File: src/rtl/sram_addr_gen.sv
// SRAM address source for the CPLD bus path: deserialises an AVR-shifted address
// and commits it to a counter. Define SRAM_ADDR_AUTOINC_EN for post-increment on each access.
module sram_addr_gen #(
  parameter int ADDR_WIDTH  = 21,
  parameter int SYNC_STAGES = 2
) (
  input  logic                  avr_clk,
  input  logic                  avr_reset,
  input  logic                  avr_si,
  input  logic                  avr_sreg_clk,
  input  logic                  avr_oe,
  input  logic                  avr_we,
  output logic [ADDR_WIDTH-1:0] sram_addr,
  output logic                  addr_valid,
  output logic                  shift_busy
);

  localparam int BCNT_W = $clog2(ADDR_WIDTH + 1);
  localparam logic [BCNT_W-1:0] BCNT_LAST = BCNT_W'(ADDR_WIDTH - 1);

  localparam logic [1:0] ST_IDLE  = 2'd0;
  localparam logic [1:0] ST_SHIFT = 2'd1;
  localparam logic [1:0] ST_LOAD  = 2'd2;

  logic [SYNC_STAGES-1:0] si_sync_q, si_sync_d;
  logic [SYNC_STAGES-1:0] sck_sync_q, sck_sync_d;
  logic                   sck_hist_q, sck_hist_d;
  logic                   sh_rise;
  logic                   si_bit;
  logic                   acc_end;

  logic [1:0]            state_q, state_d;
  logic [BCNT_W-1:0]     bcnt_q, bcnt_d;
  logic [ADDR_WIDTH-1:0] shreg_q, shreg_d;
  logic [ADDR_WIDTH-1:0] sram_addr_q, sram_addr_d;
  logic                  addr_valid_q, addr_valid_d;

  // Data and shift clock share the same depth so the sampled bit lines up with its edge.
  always_comb begin
    si_sync_d  = {si_sync_q[SYNC_STAGES-2:0], avr_si};
    sck_sync_d = {sck_sync_q[SYNC_STAGES-2:0], avr_sreg_clk};
    sck_hist_d = sck_sync_q[SYNC_STAGES-1];
  end

  always_ff @(posedge avr_clk or posedge avr_reset) begin
    if (avr_reset) begin
      si_sync_q  <= '0;
      sck_sync_q <= '0;
      sck_hist_q <= 1'b0;
    end else begin
      si_sync_q  <= si_sync_d;
      sck_sync_q <= sck_sync_d;
      sck_hist_q <= sck_hist_d;
    end
  end

  assign sh_rise = sck_sync_q[SYNC_STAGES-1] & ~sck_hist_q;
  assign si_bit  = si_sync_q[SYNC_STAGES-1];

`ifdef SRAM_ADDR_AUTOINC_EN
  logic [SYNC_STAGES-1:0] oe_sync_q, oe_sync_d;
  logic [SYNC_STAGES-1:0] we_sync_q, we_sync_d;
  logic                   oe_hist_q, oe_hist_d;
  logic                   we_hist_q, we_hist_d;

  always_comb begin
    oe_sync_d = {oe_sync_q[SYNC_STAGES-2:0], avr_oe};
    we_sync_d = {we_sync_q[SYNC_STAGES-2:0], avr_we};
    oe_hist_d = oe_sync_q[SYNC_STAGES-1];
    we_hist_d = we_sync_q[SYNC_STAGES-1];
  end

  // Strobes idle high, so reset to 1 to avoid a phantom end-of-access.
  always_ff @(posedge avr_clk or posedge avr_reset) begin
    if (avr_reset) begin
      oe_sync_q <= '1;
      we_sync_q <= '1;
      oe_hist_q <= 1'b1;
      we_hist_q <= 1'b1;
    end else begin
      oe_sync_q <= oe_sync_d;
      we_sync_q <= we_sync_d;
      oe_hist_q <= oe_hist_d;
      we_hist_q <= we_hist_d;
    end
  end

  assign acc_end = (oe_sync_q[SYNC_STAGES-1] & ~oe_hist_q) |
                   (we_sync_q[SYNC_STAGES-1] & ~we_hist_q);
`else
  logic unused_strobes;
  assign unused_strobes = avr_oe ^ avr_we;
  assign acc_end        = 1'b0;
`endif

  always_comb begin
    state_d      = state_q;
    bcnt_d       = bcnt_q;
    shreg_d      = shreg_q;
    sram_addr_d  = sram_addr_q;
    addr_valid_d = addr_valid_q;
    if (state_q == ST_LOAD) begin
      // Commit beats a coincident increment; a new bit restarts an emptied frame.
      sram_addr_d  = shreg_q;
      addr_valid_d = 1'b1;
      if (sh_rise) begin
        shreg_d = {{(ADDR_WIDTH-1){1'b0}}, si_bit};
        bcnt_d  = BCNT_W'(1);
        state_d = ST_SHIFT;
      end else begin
        bcnt_d  = '0;
        state_d = ST_IDLE;
      end
    end else begin
      if (acc_end) begin
        sram_addr_d = sram_addr_q + ADDR_WIDTH'(1);
      end
      if (sh_rise) begin
        shreg_d = {shreg_q[ADDR_WIDTH-2:0], si_bit};
        bcnt_d  = bcnt_q + BCNT_W'(1);
        state_d = (bcnt_q == BCNT_LAST) ? ST_LOAD : ST_SHIFT;
      end
    end
  end

  always_ff @(posedge avr_clk or posedge avr_reset) begin
    if (avr_reset) begin
      state_q      <= ST_IDLE;
      bcnt_q       <= '0;
      shreg_q      <= '0;
      sram_addr_q  <= '0;
      addr_valid_q <= 1'b0;
    end else begin
      state_q      <= state_d;
      bcnt_q       <= bcnt_d;
      shreg_q      <= shreg_d;
      sram_addr_q  <= sram_addr_d;
      addr_valid_q <= addr_valid_d;
    end
  end

  assign sram_addr  = sram_addr_q;
  assign addr_valid = addr_valid_q;
  assign shift_busy = (bcnt_q != '0) && (state_q != ST_LOAD);

endmodule

File: config.mk
export PLATFORM = sky130hd
export DESIGN_NAME = sram_addr_gen
export DESIGN_NICKNAME = d
export VERILOG_FILES = /design/src/rtl/sram_addr_gen.sv
export SDC_FILE = /design/constraint.sdc
export NUM_CORES = 1
export LEC_CHECK = 0
export ABC_CLOCK_PERIOD_IN_PS = 2600
export BUFFER_PORTS_ARGS = -buffer_cell sky130_fd_sc_hd__buf_2
export CORE_ASPECT_RATIO = 1.5
export CORE_UTILIZATION = 55
export CTS_CLUSTER_DIAMETER = 150
export DETAILED_ROUTE_END_ITERATION = 16
export HOLD_SLACK_MARGIN = 0.06
export PLACE_DENSITY = 0.81
export SETUP_SLACK_MARGIN = 0.15
export SLEW_MARGIN = 20
export SYNTH_ARGS = -nofsm -noshare
export SYNTH_HDL_FRONTEND = slang
export SYNTH_SLANG_ARGS = --single-unit
File: constraint.sdc
create_clock -name avr_clk -period 2.6 [get_ports avr_clk]
set_input_delay 0.39 -clock avr_clk [delete_from_list [all_inputs] [get_ports avr_clk]]
set_output_delay 0.39 -clock avr_clk [all_outputs]
set_load 0.03 [all_outputs]
==> impl_results.rst <==
.. list-table::
   :header-rows: 1

   * - Metric
     - Value
   * - Outcome
     - complete, no violations
   * - Destination of the worst register-to-register timing path
     - state_q[1]
   * - First-pass GRT wire length
     - ~5.7 mm
   * - Count of nets after finishing
     - around 220
   * - Number of distinct library cell variants in the gate-level netlist after synthesis
     - 22
   * - CTS buffer count
     - 5
   * - Detailed placement HPWL
     - 2.06 mm
   * - Final period util
     - 73.0%
   * - Floorplan die width
     - 52.3 um
   * - Height of the die
     - 77.4 um
   * - Critical Path AT
     - 1.51 ns
   * - Port-buffer cells
     - 26
   * - Via total after detailed routing
     - 1348
   * - Clock-pin slew on the worst setup and hold paths
     - 0.09 ns
   * - Ports
     - 29
   * - R2R setup slack
     - approximately 1.1 ns
   * - Clock network fraction of design power
     - 30.6%
   * - Routed WL
     - 3.26 mm
   * - Synth Instances
     - 187
   * - Synthesized netlist net count
     - 195
   * - Final core utilization
     - 64.4%
   * - TritonCTS Sinks
     - 55
   * - Floorplan die area
     - approximately 4000 um^2
   * - Overall power consumption
     - slightly below 2 mW
   * - Number of global-route vias before repair
     - 1309
   * - Fill cell count
     - 302
   * - Switching share of power
     - 27.3%
   * - Net switching power figure
     - 0.526 mW
   * - Number of DRC violations after detailed routing
     - 0
   * - Router iterations before antenna repair
     - 4
   * - Routed wire per std cell
     - 12.7 um
   * - P per Cell Area
     - about 820 nW/um^2
   * - Wire length on met2
     - 1.61 mm
   * - Warnings, synthesis
     - 0
   * - Reg-to-Reg Start
     - state_q[0]
   * - Core region area
     - around 3600 um^2
   * - Number of setup violations in the final report
     - 0
   * - Commonest non-fill, non-tap cell in the layout
     - nand2_1
   * - Critical Path Source Type
     - flip-flop
   * - Crit-path max cell delay
     - 0.53 ns
   * - Number of hold buffers added after cts
     - 0
   * - Highest clock frequency the design can meet
     - 0.527 GHz
   * - Buffers inserted by post-CTS timing repair
     - 0
   * - Routed met3 length
     - 138 um
   * - Total count of max-transition violations in the final report
     - 0
   * - Clock Tree Buf Depth
     - 2
   * - Cell count of the worst reg-to-reg path
     - 3
   * - Clk_skew
     - 0.0107 ns
   * - Fin crit period
     - 1.90 ns
   * - Worst path cell trace
     - nor2b_2, a21oi_1, buf_2
   * - Critical path fanouts, max
     - 13
   * - Share of final-layout standard cells stronger than drive strength 1
     - roughly a fifth
   * - Antenna violations before repair
     - 0
   * - Endpoint, Worst Hold
     - si_sync_q[0]
   * - Initial cell density of the core
     - 57.1%
   * - CP required
     - around 2.2 ns
   * - Post-Route Setup TNS
     - 0 ns
   * - Max IR drop VDD
     - 634 uV
   * - TritonCTS clock tree
     - done
   * - Highest routed metal layer
     - met4
   * - Type of the tightest min-delay check
     - in2reg
   * - Resize count post-CTS
     - 0
   * - Worst Hold Launch
     - avr_si
   * - Kind of capture point of the worst setup path
     - primary output
   * - Count of maximum capacitance violations
     - 0
   * - First-iteration detailed-routing DRC count
     - 11
   * - Detailed-route wire length on metal 1
     - ~1.4 mm
   * - Mean instance size in the synthesized netlist
     - ~11 um^2
   * - Part of the total power dissipated in sequential elements
     - 54.4%
   * - Pin slew with the least headroom to its limit
     - 0.888 ns
   * - Global placement routability congestion
     - 0.803
   * - Internal power
     - roughly 1.4 mW
   * - Leak Pwr
     - 1.27 nW
   * - Sequential element share of the synthesized area
     - about 66%
   * - Cell chosen for the clock root
     - clkbuf_8
   * - Worst setup path start
     - state_q[1]
   * - Combinational group share of total power
     - 15.1%
   * - RSZ-0062 raised after global routing
     - no
   * - Number of levels the H-tree was split into
     - 2
   * - Number of antenna diodes
     - 0
   * - Remaining Overflow, GRT
     - 0
   * - Critical path class
     - reg2out
   * - Insertion delay of the later-clocked pin in the worst-skew pair
     - 0.31 ns
   * - Total Routing Usage GR
     - roughly a fifth
   * - Relative slew slack
     - 40.8%
   * - Synthesis-to-finish area growth
     - 12.9%
   * - Netlist area before placement
     - between 2000 and 2500 um^2
   * - Maximum number of pins on one net before global-route repair
     - 56
   * - Standard-cell rows
     - 27
   * - Hold Path Cell Cnt
     - 1
   * - Vias per cell
     - 5.25
   * - Slowest CP cell
     - nor2b_2
   * - Count of nets left with antenna violations after detail routing
     - 0
   * - Post-synthesis sequential element count
     - between 50 and 60
   * - Count of final hold-check violations
     - 0
   * - Commonest non-fill, non-tap cells in the layout
     - nand2_1, dfrtp_1, buf_2
sequential cells by signal, summed over array words and instances, names as in the netlist:
signal,cells
addr_valid,1
bcnt_q,5
sck_hist_q,1
sck_sync_q,2
shreg_q,21
si_sync_q,2
sram_addr,21
state_q,2
cell type report:
class                           instances  area, um^2  share of cell area (%)
Multi-Input combinational cell        119         636                    27.0
Sequential cell                        55        1380                    58.5
Inverter                                3        11.3                   0.479
Timing Repair Buffer                   29         153                    6.49
Tap cell                               43        53.8                    2.29
Clock inverter                          2        38.8                    1.65
Clock buffer                            6        82.6                    3.51
power by group through the flow:
stage	Combinational (mW)	Clock (mW)	Sequential [mW]
global placement	0.284	0	1.06
global route	0.328	0.633	1.07
floorplan	0.200	0	1.08
finish	0.290	0.588	1.05
detailed placement	0.294	0	1.06
CTS	0.297	0.604	1.05
critical path: cells and delay by family, from the launching register on:
family	cells	cell delay [ns]
AOI/OAI and AO/OA	1	0.09
buffers and inverters	1	0.21
DFF	1	0.37
and+or+nand+nor	1	0.53
worst max path at each step:
| stage | slack [ns] | to | depth (start not counted) |
|---|---|---|---|
| 6_report | 0.70 | shift_busy | 3 |
| 3_3_place_gp | 1.04 | state_q[1] | 3 |
| 3_5_place_dp | 1.04 | shift_busy | 3 |
| 5_1_grt | 0.59 | shift_busy | 3 |
| 4_1_cts | 0.68 | shift_busy | 3 |
| 2_1_floorplan | 0.87 | addr_valid | 1 |
cell families after synthesis:
logic type / share of synthesized area, %
AND/OR/NAND/NOR: 17.2
XOR/XNOR: 0.841
AO/OA/AOI/OAI: 11.1
flip-flops: 66.1
buffers and inverters: 3.54
adder cells (fa/ha/maj): 1.20
metal layers:
metal	GRT usage (%)	vias to the layer above
met5	0	-
li1	-	664
met4	7.89	0
met3	4.90	7
met1	25.2	651
met2	29.7	26
stage by stage:
| step | worst slack [ns] | instances | instance area [um^2] | hold slack (ns) |
|---|---|---|---|---|
| after detailed placement | 1.04 | 249 | 2230 | 0.340 |
| after global routing | 0.595 | 257 | 2350 | 0.171 |
| after floorplan | 0.867 | 187 | 2080 | 0.331 |
| after global placement | 1.04 | 249 | 2230 | 0.332 |
| final | 0.701 | 257 | 2350 | 0.184 |
| after CTS | 0.682 | 257 | 2350 | 0.175 |
cells in the mapped netlist:
cell type  instances  area, um^2
xor2_1             1        8.76
nand3_1            1        5.00
xnor2_1            1        8.76
buf_4              3        22.5
buf_6              1        11.3
inv_1              3        11.3
buf_2              5        25.0
a21oi_2            2        17.5
o21ai_0            3        15.0
ha_1               2        25.0
dfrtp_1           55        1380
nand3b_1           2        15.0
nor2b_1            3        18.8
a22o_1            20         175
a21oi_1            3        15.0
or3_1              2        12.5
o22a_1             1        8.76
clkbuf_1           1        3.75
nand2b_1           3        18.8
nor2_4             1        11.3
nor2_1             3        11.3
nand2_1           71         267
(Power assumes the default switching activity.)
